==> src/rtl/udt_rx_parser.sv <==
// UDT receive parser: splits the UDP payload stream into a 16-byte header record
// and the remaining payload beats, with socket filtering and runt rejection.
module udt_rx_parser #(
    parameter int CNT_W = 32
) (
    input  logic             core_clk,
    input  logic             core_rst_n,
    input  logic             udp_rx_tvalid,
    output logic             udp_rx_tready,
    input  logic [63:0]      udp_rx_tdata,
    input  logic [7:0]       udp_rx_tkeep,
    input  logic             udp_rx_tlast,
    input  logic [31:0]      local_sock_id,
    output logic             hdr_valid,
    input  logic             hdr_ready,
    output logic             hdr_is_ctrl,
    output logic [31:0]      hdr_w0,
    output logic [31:0]      hdr_w1,
    output logic [31:0]      hdr_tstamp,
    output logic [31:0]      hdr_dst_sock,
    output logic             hdr_has_pld,
    output logic             pld_tvalid,
    input  logic             pld_tready,
    output logic [63:0]      pld_tdata,
    output logic [7:0]       pld_tkeep,
    output logic             pld_tlast,
    output logic [CNT_W-1:0] rx_pkt_cnt,
    output logic [CNT_W-1:0] runt_cnt,
    output logic [CNT_W-1:0] sock_drop_cnt
);

    // state | meaning
    // H0    | waiting for beat 0 (header words 0/1)
    // H1    | waiting for beat 1 (header words 2/3), classify and filter
    // PLD   | forwarding payload beats to pld_*
    // DROP  | discarding the rest of a filtered packet
    typedef enum logic [1:0] {H0, H1, PLD, DROP} state_t;

    state_t           state_q, state_d;
    logic             active_q;
    logic [31:0]      w0_q, w0_d, w1_q, w1_d;
    logic             hdr_valid_q, hdr_valid_d, hdr_is_ctrl_q, hdr_is_ctrl_d;
    logic [31:0]      hdr_w0_q, hdr_w0_d, hdr_w1_q, hdr_w1_d;
    logic [31:0]      hdr_ts_q, hdr_ts_d, hdr_dst_q, hdr_dst_d;
    logic             hdr_has_pld_q, hdr_has_pld_d;
    logic             pld_tvalid_q, pld_tvalid_d, pld_tlast_q, pld_tlast_d;
    logic [63:0]      pld_tdata_q, pld_tdata_d;
    logic [7:0]       pld_tkeep_q, pld_tkeep_d;
    logic [CNT_W-1:0] rx_cnt_q, rx_cnt_d, runt_cnt_q, runt_cnt_d, sock_cnt_q, sock_cnt_d;
    logic             tready_c, xfer;
    logic [31:0]      word_a, word_b;
    logic             is_handshake;

    // Lower half of the beat is the earlier big-endian word.
    assign word_a = {udp_rx_tdata[7:0],   udp_rx_tdata[15:8],  udp_rx_tdata[23:16], udp_rx_tdata[31:24]};
    assign word_b = {udp_rx_tdata[39:32], udp_rx_tdata[47:40], udp_rx_tdata[55:48], udp_rx_tdata[63:56]};
    assign is_handshake = w0_q[31] && (w0_q[30:16] == 15'd0);
    assign xfer = udp_rx_tvalid && udp_rx_tready;
    // Ready is held low until the first clock after reset release.
    assign udp_rx_tready = tready_c && active_q;

    always_comb begin
        state_d        = state_q;
        tready_c       = 1'b0;
        w0_d           = w0_q;
        w1_d           = w1_q;
        hdr_valid_d    = hdr_valid_q && !hdr_ready;
        hdr_is_ctrl_d  = hdr_is_ctrl_q;
        hdr_w0_d       = hdr_w0_q;
        hdr_w1_d       = hdr_w1_q;
        hdr_ts_d       = hdr_ts_q;
        hdr_dst_d      = hdr_dst_q;
        hdr_has_pld_d  = hdr_has_pld_q;
        pld_tvalid_d   = pld_tvalid_q && !pld_tready;
        pld_tdata_d    = pld_tdata_q;
        pld_tkeep_d    = pld_tkeep_q;
        pld_tlast_d    = pld_tlast_q;
        rx_cnt_d       = rx_cnt_q;
        runt_cnt_d     = runt_cnt_q;
        sock_cnt_d     = sock_cnt_q;
        case (state_q)
            H0: begin
                tready_c = 1'b1;
                if (xfer) begin
                    w0_d = word_a;
                    w1_d = word_b;
                    if (udp_rx_tlast) runt_cnt_d = runt_cnt_q + CNT_W'(1);
                    else              state_d    = H1;
                end
            end
            H1: begin
                tready_c = !hdr_valid_q;
                if (xfer) begin
                    if (udp_rx_tlast && udp_rx_tkeep != 8'hFF) begin
                        runt_cnt_d = runt_cnt_q + CNT_W'(1);
                        state_d    = H0;
                    end else if (word_b != local_sock_id && !is_handshake) begin
                        sock_cnt_d = sock_cnt_q + CNT_W'(1);
                        state_d    = udp_rx_tlast ? H0 : DROP;
                    end else begin
                        hdr_valid_d   = 1'b1;
                        hdr_is_ctrl_d = w0_q[31];
                        hdr_w0_d      = {1'b0, w0_q[30:0]};
                        hdr_w1_d      = w1_q;
                        hdr_ts_d      = word_a;
                        hdr_dst_d     = word_b;
                        hdr_has_pld_d = !udp_rx_tlast;
                        rx_cnt_d      = rx_cnt_q + CNT_W'(1);
                        state_d       = udp_rx_tlast ? H0 : PLD;
                    end
                end
            end
            PLD: begin
                tready_c = !pld_tvalid_q || pld_tready;
                if (xfer) begin
                    pld_tvalid_d = 1'b1;
                    pld_tdata_d  = udp_rx_tdata;
                    pld_tkeep_d  = udp_rx_tkeep;
                    pld_tlast_d  = udp_rx_tlast;
                    if (udp_rx_tlast) state_d = H0;
                end
            end
            DROP: begin
                tready_c = 1'b1;
                if (xfer && udp_rx_tlast) state_d = H0;
            end
            default: state_d = H0;
        endcase
    end

    always_ff @(posedge core_clk or negedge core_rst_n) begin
        if (!core_rst_n) begin
            state_q       <= H0;
            active_q      <= 1'b0;
            w0_q          <= '0;
            w1_q          <= '0;
            hdr_valid_q   <= 1'b0;
            hdr_is_ctrl_q <= 1'b0;
            hdr_w0_q      <= '0;
            hdr_w1_q      <= '0;
            hdr_ts_q      <= '0;
            hdr_dst_q     <= '0;
            hdr_has_pld_q <= 1'b0;
            pld_tvalid_q  <= 1'b0;
            pld_tdata_q   <= '0;
            pld_tkeep_q   <= '0;
            pld_tlast_q   <= 1'b0;
            rx_cnt_q      <= '0;
            runt_cnt_q    <= '0;
            sock_cnt_q    <= '0;
        end else begin
            state_q       <= state_d;
            active_q      <= 1'b1;
            w0_q          <= w0_d;
            w1_q          <= w1_d;
            hdr_valid_q   <= hdr_valid_d;
            hdr_is_ctrl_q <= hdr_is_ctrl_d;
            hdr_w0_q      <= hdr_w0_d;
            hdr_w1_q      <= hdr_w1_d;
            hdr_ts_q      <= hdr_ts_d;
            hdr_dst_q     <= hdr_dst_d;
            hdr_has_pld_q <= hdr_has_pld_d;
            pld_tvalid_q  <= pld_tvalid_d;
            pld_tdata_q   <= pld_tdata_d;
            pld_tkeep_q   <= pld_tkeep_d;
            pld_tlast_q   <= pld_tlast_d;
            rx_cnt_q      <= rx_cnt_d;
            runt_cnt_q    <= runt_cnt_d;
            sock_cnt_q    <= sock_cnt_d;
        end
    end

    assign hdr_valid     = hdr_valid_q;
    assign hdr_is_ctrl   = hdr_is_ctrl_q;
    assign hdr_w0        = hdr_w0_q;
    assign hdr_w1        = hdr_w1_q;
    assign hdr_tstamp    = hdr_ts_q;
    assign hdr_dst_sock  = hdr_dst_q;
    assign hdr_has_pld   = hdr_has_pld_q;
    assign pld_tvalid    = pld_tvalid_q;
    assign pld_tdata     = pld_tdata_q;
    assign pld_tkeep     = pld_tkeep_q;
    assign pld_tlast     = pld_tlast_q;
    assign rx_pkt_cnt    = rx_cnt_q;
    assign runt_cnt      = runt_cnt_q;
    assign sock_drop_cnt = sock_cnt_q;

endmodule

==> config.mk <==
export PLATFORM = sky130hd
export DESIGN_NAME = udt_rx_parser
export DESIGN_NICKNAME = d
export VERILOG_FILES = /design/src/rtl/udt_rx_parser.sv
export SDC_FILE = /design/constraint.sdc
export NUM_CORES = 1
export LEC_CHECK = 0
export ABC_AREA = 1
export CORE_ASPECT_RATIO = 2
export CORE_MARGIN = 2
export CORE_UTILIZATION = 38
export DETAILED_ROUTE_END_ITERATION = 12
export GPL_TIMING_DRIVEN = 0
export PLACE_DENSITY_LB_ADDON = 0.1
export SLEW_MARGIN = 10
export SYNTH_ARGS = -nofsm -noshare
export SYNTH_HDL_FRONTEND = slang
export SYNTH_SLANG_ARGS = --single-unit
==> constraint.sdc <==
create_clock -name core_clk -period 2.1 [get_ports core_clk]
set_input_delay 0.21 -clock core_clk [delete_from_list [all_inputs] [get_ports core_clk]]
set_output_delay 0.21 -clock core_clk [all_outputs]
set_load 0.02 [all_outputs]
==> summary.md <==
| Metric | Value |
|---|---|
| Outcome | finished with violations |
| Failing checks | negative setup slack |
| Remaining DRCs | 0 |
| Count of yosys warnings during synthesis | 0 |
| Number of synthesized register bits | 367 |
| Maximum number of pins on one net before global-route repair | roughly 110 |
| Crit-path slowest cell | sky130_fd_sc_hd__dfrtp_2 |
| Required time of the critical path | 2.53 ns |
| Residual antenna-violating net count after detailed routing | 0 |
| Unrepaired setup endpoints after global routing | true |
| Layout overhead on the synthesized area | 49.7% |
| Worst stage delay on the critical path | ~0.46 ns |
| Accumulated negative setup slack | -0.445 ns |
| Average wire per cell in the routed design | 20.6 um |
| Commonest cells after routing, fill and taps aside | 706 x sky130_fd_sc_hd__nand2_1, 401 x sky130_fd_sc_hd__clkdlybuf4s50_1, 364 x sky130_fd_sc_hd__dfrtp_1 |
| Gr usage total | 27.6% |
| Count of cell types in the netlist | 32 |
| Total setup violations reported at the end of the flow | 25 |
| Via count of the first global-routing pass | 16600 |
| Critical path buffer and inverter count | 4 |
| Kind of critical path | register to register |
| LEAKAGE | 11.9 nW |
| Worst Clk Skew | 0.0224 ns |
| Area contributors post-synth | sky130_fd_sc_hd__dfrtp_1 54%, sky130_fd_sc_hd__nand2_1 20%, sky130_fd_sc_hd__nand3_1 3.9% |
| Register area share after synthesis | 53.8% |
| Leading cell type in the layout, fill and taps excluded | sky130_fd_sc_hd__nand2_1 |
| CTS Sinks | 367 |
| Worst Path Arrival | 2.57 ns |
| Summed area of non-filler cells in the final layout | 25500 um^2 |
| Die Y | 304 um |
| Largest area contributor in the synthesized netlist | sky130_fd_sc_hd__dfrtp_1 |
| Capturing element type of the critical path | register |
| Die width | 154 um |
| Per-cell via count in the routed design | 5.05 |
| Final weighted congestion in routability-driven placement | 0.965 |
| Iteration count of the initial detailed-routing pass | 5 |
| Number of nets in the synthesized netlist | 2235 |
| Die Footprint | 46700 um^2 |
| Initial detailed-routing violation count | around 710 |
| Crit share post-route | 102% |
| Crit-path max FO | 8 |
| Num rows | around 110 |
| Chain of cells forming the critical path | inv_4 > ha_4 > nand2_2 > nand3_2 > and2_4 > nand3_4 > nor2_4 > buf_12 > nand3_4 > buf_12 > clkbuf_16 > nand2_2 > nand2_1 |
| Setup slack after layout | -0.0370 ns |
| Hold Fails Final Rpt | 0 |
| Total CTS buffers | 37 |
| Global-route wire length before repair | just under 100000 um |
| Synthesized instance count | between 2000 and 2500 |
| Port Buffer Count | 410 |
| Insertion delay of the later-clocked pin in the worst-skew pair | between 0.5 and 0.6 ns |
| Fraction of final layout cells sized beyond drive strength 1 | 17.6% |
| Max-slew headroom | 54.2% |
| I/O pin count | 412 |
| Buffer type at the clock tree root | sky130_fd_sc_hd__clkbuf_16 |
| Detailed Route WL | around 66000 um |
| Min cycle time layout | 2.14 ns |
| Worst Setup Start Kind | register |
| Final Net Count | 2730 |
| Core Footprint | 44300 um^2 |
| Class of the most critical hold timing path | primary input to register |
| Effective utilization at floorplan | between 30% and 40% |
| Number of antenna violations at the first check in global routing | 5 |
| Sum of overflow across all layers after global routing | 0 |
| Number of vias in the routed layout | 16200 |
| Post-DP HPWL | 48900 um |
| Synth Area per Inst | 8.06 um^2 |
| CTS Buffer Depth | 3 |
| Summed instance area of the synthesized netlist | around 17000 um^2 |
| FMAX | 468 MHz |
| Clock-pin transition on the worst setup and hold timing paths | around 0.070 ns |
| Max-slew violation count | 0 |
| Worst path top cell family by delay | simple AND/OR/NAND/NOR gates |
| Number of max-cap violations | 0 |
| Maximum resistive drop on vdd | 0.751 mV |
| H-tree depth | 2 |
| Fraction of post-synthesis cell area in the top cell type by area | 53.8% |
| Pwr Density | ~870 nW/um^2 |
| CTS tree | done |
| Area after detailed placement | 22000 um^2 |
| Overall power of the completed layout | 0.0223 W |
| Worst slew pin tran | 0.680 ns |
power breakdown:
group,switching (W),internal [W],total (W)
clock,0.00295,0.00435,0.00730
sequential,0.000638,0.00826,0.00890
combinational,0.00362,0.00247,0.00609
total,0.00720,0.0151,0.0223
repair_timing:
action,CTS,global route
gates resized for setup,197,333
cloned,6,16
hold endpoints to repair,64,0
hold buffers,1,0
setup buffers,16,5
setup endpoints to repair,365,345
pin swaps,7,29
sequential cells by signal, indices dropped and copies added, names as in the netlist, 32 cells and up:
name           flops
runt_cnt          32
hdr_dst_sock      32
pld_tdata         64
w0_q              32
rx_pkt_cnt        32
hdr_tstamp        32
sock_drop_cnt     32
w1_q              32
hdr_w1            32
path summary, 6_finish.rpt:
path / start / end / slack (ns) / cells past startpoint
max in group asynchronous: core_rst_n / rx_pkt_cnt[1]$_DFFE_PN0P_ / 0.41 / 4
min: udp_rx_tdata[55] / pld_tdata[55]$_DFFE_PN0P_ / 0.03 / 3
max: state_q[0]$_DFFE_PN0P_ / sock_drop_cnt[24]$_DFFE_PN0P_ / -0.04 / 13
min in group asynchronous: core_rst_n / sock_drop_cnt[26]$_DFFE_PN0P_ / 0.20 / 2
min reg2reg: pld_tdata[27]$_DFFE_PN0P_ / pld_tdata[27]$_DFFE_PN0P_ / 0.48 / 2
max reg2reg: state_q[0]$_DFFE_PN0P_ / sock_drop_cnt[24]$_DFFE_PN0P_ / -0.04 / 13
synth_stat cells, drive strengths merged:
library cell	number
and3	2
xor2	39
inv	168
nor3b	2
a21oi	1
nor4	3
xnor2	48
buf	61
nand3b	7
clkbuf	30
nor2	100
clkinv	1
dfrtp	367
o22ai	1
nand2	889
nor3	43
nand4	49
o21ai	160
conb	2
a21boi	1
ha	8
nand3	134
and2	1
stage by stage:
stage | cells | util, % | setup WS [ns] | hold slack (ns)
2_1_floorplan | 2117 | - | 0.0721 | -0.0856
3_3_place_gp | 3082 | 49.3 | -15.58 | 0.456
3_5_place_dp | 3085 | 49.5 | -0.871 | 0.199
4_1_cts | 3174 | 54.3 | -0.0782 | 0.212
5_1_grt | 3198 | 57.6 | -0.153 | 0.0382
6_report | 3198 | 57.6 | -0.0370 | 0.0282
tightest hold or removal path, delay by kind of cell:
kind	cells	cell delay [ns]
simple gates	2	0.13
buf+inv	1	0.18
area by class of cell:
type                    instances  area [um^2]
diodes                          4         10.0
plain buffers                  90          905
flip-flops and latches        367         9190
multi-input cells            1491         7840
inverters                     169          649
fillers                      4044        18800
clock buffers                  50         1070
repair buffers                456         4940
well taps                     555          694
clock inverters                16          251
metal layers:
layer	track usage, %	part of all wire, %
met1	27.9	34
met2	53.2	55
met3	4.76	5.0
met4	14.1	5.8
met5	0	0.020
kinds of logic after synthesis:
logic type | count (synthesis) | share of synthesized area [%]
AO/OA/AOI/OAI | 163 | 4.84
XOR/XNOR | 87 | 4.46
adder cells (fa/ha/maj) | 8 | 0.586
buffers and inverters | 260 | 6.72
flip-flops | 367 | 53.8
other | 2 | 0.0440
AND/OR/NAND/NOR | 1230 | 29.5
Note: power is estimated with default switching activity, not from simulation.
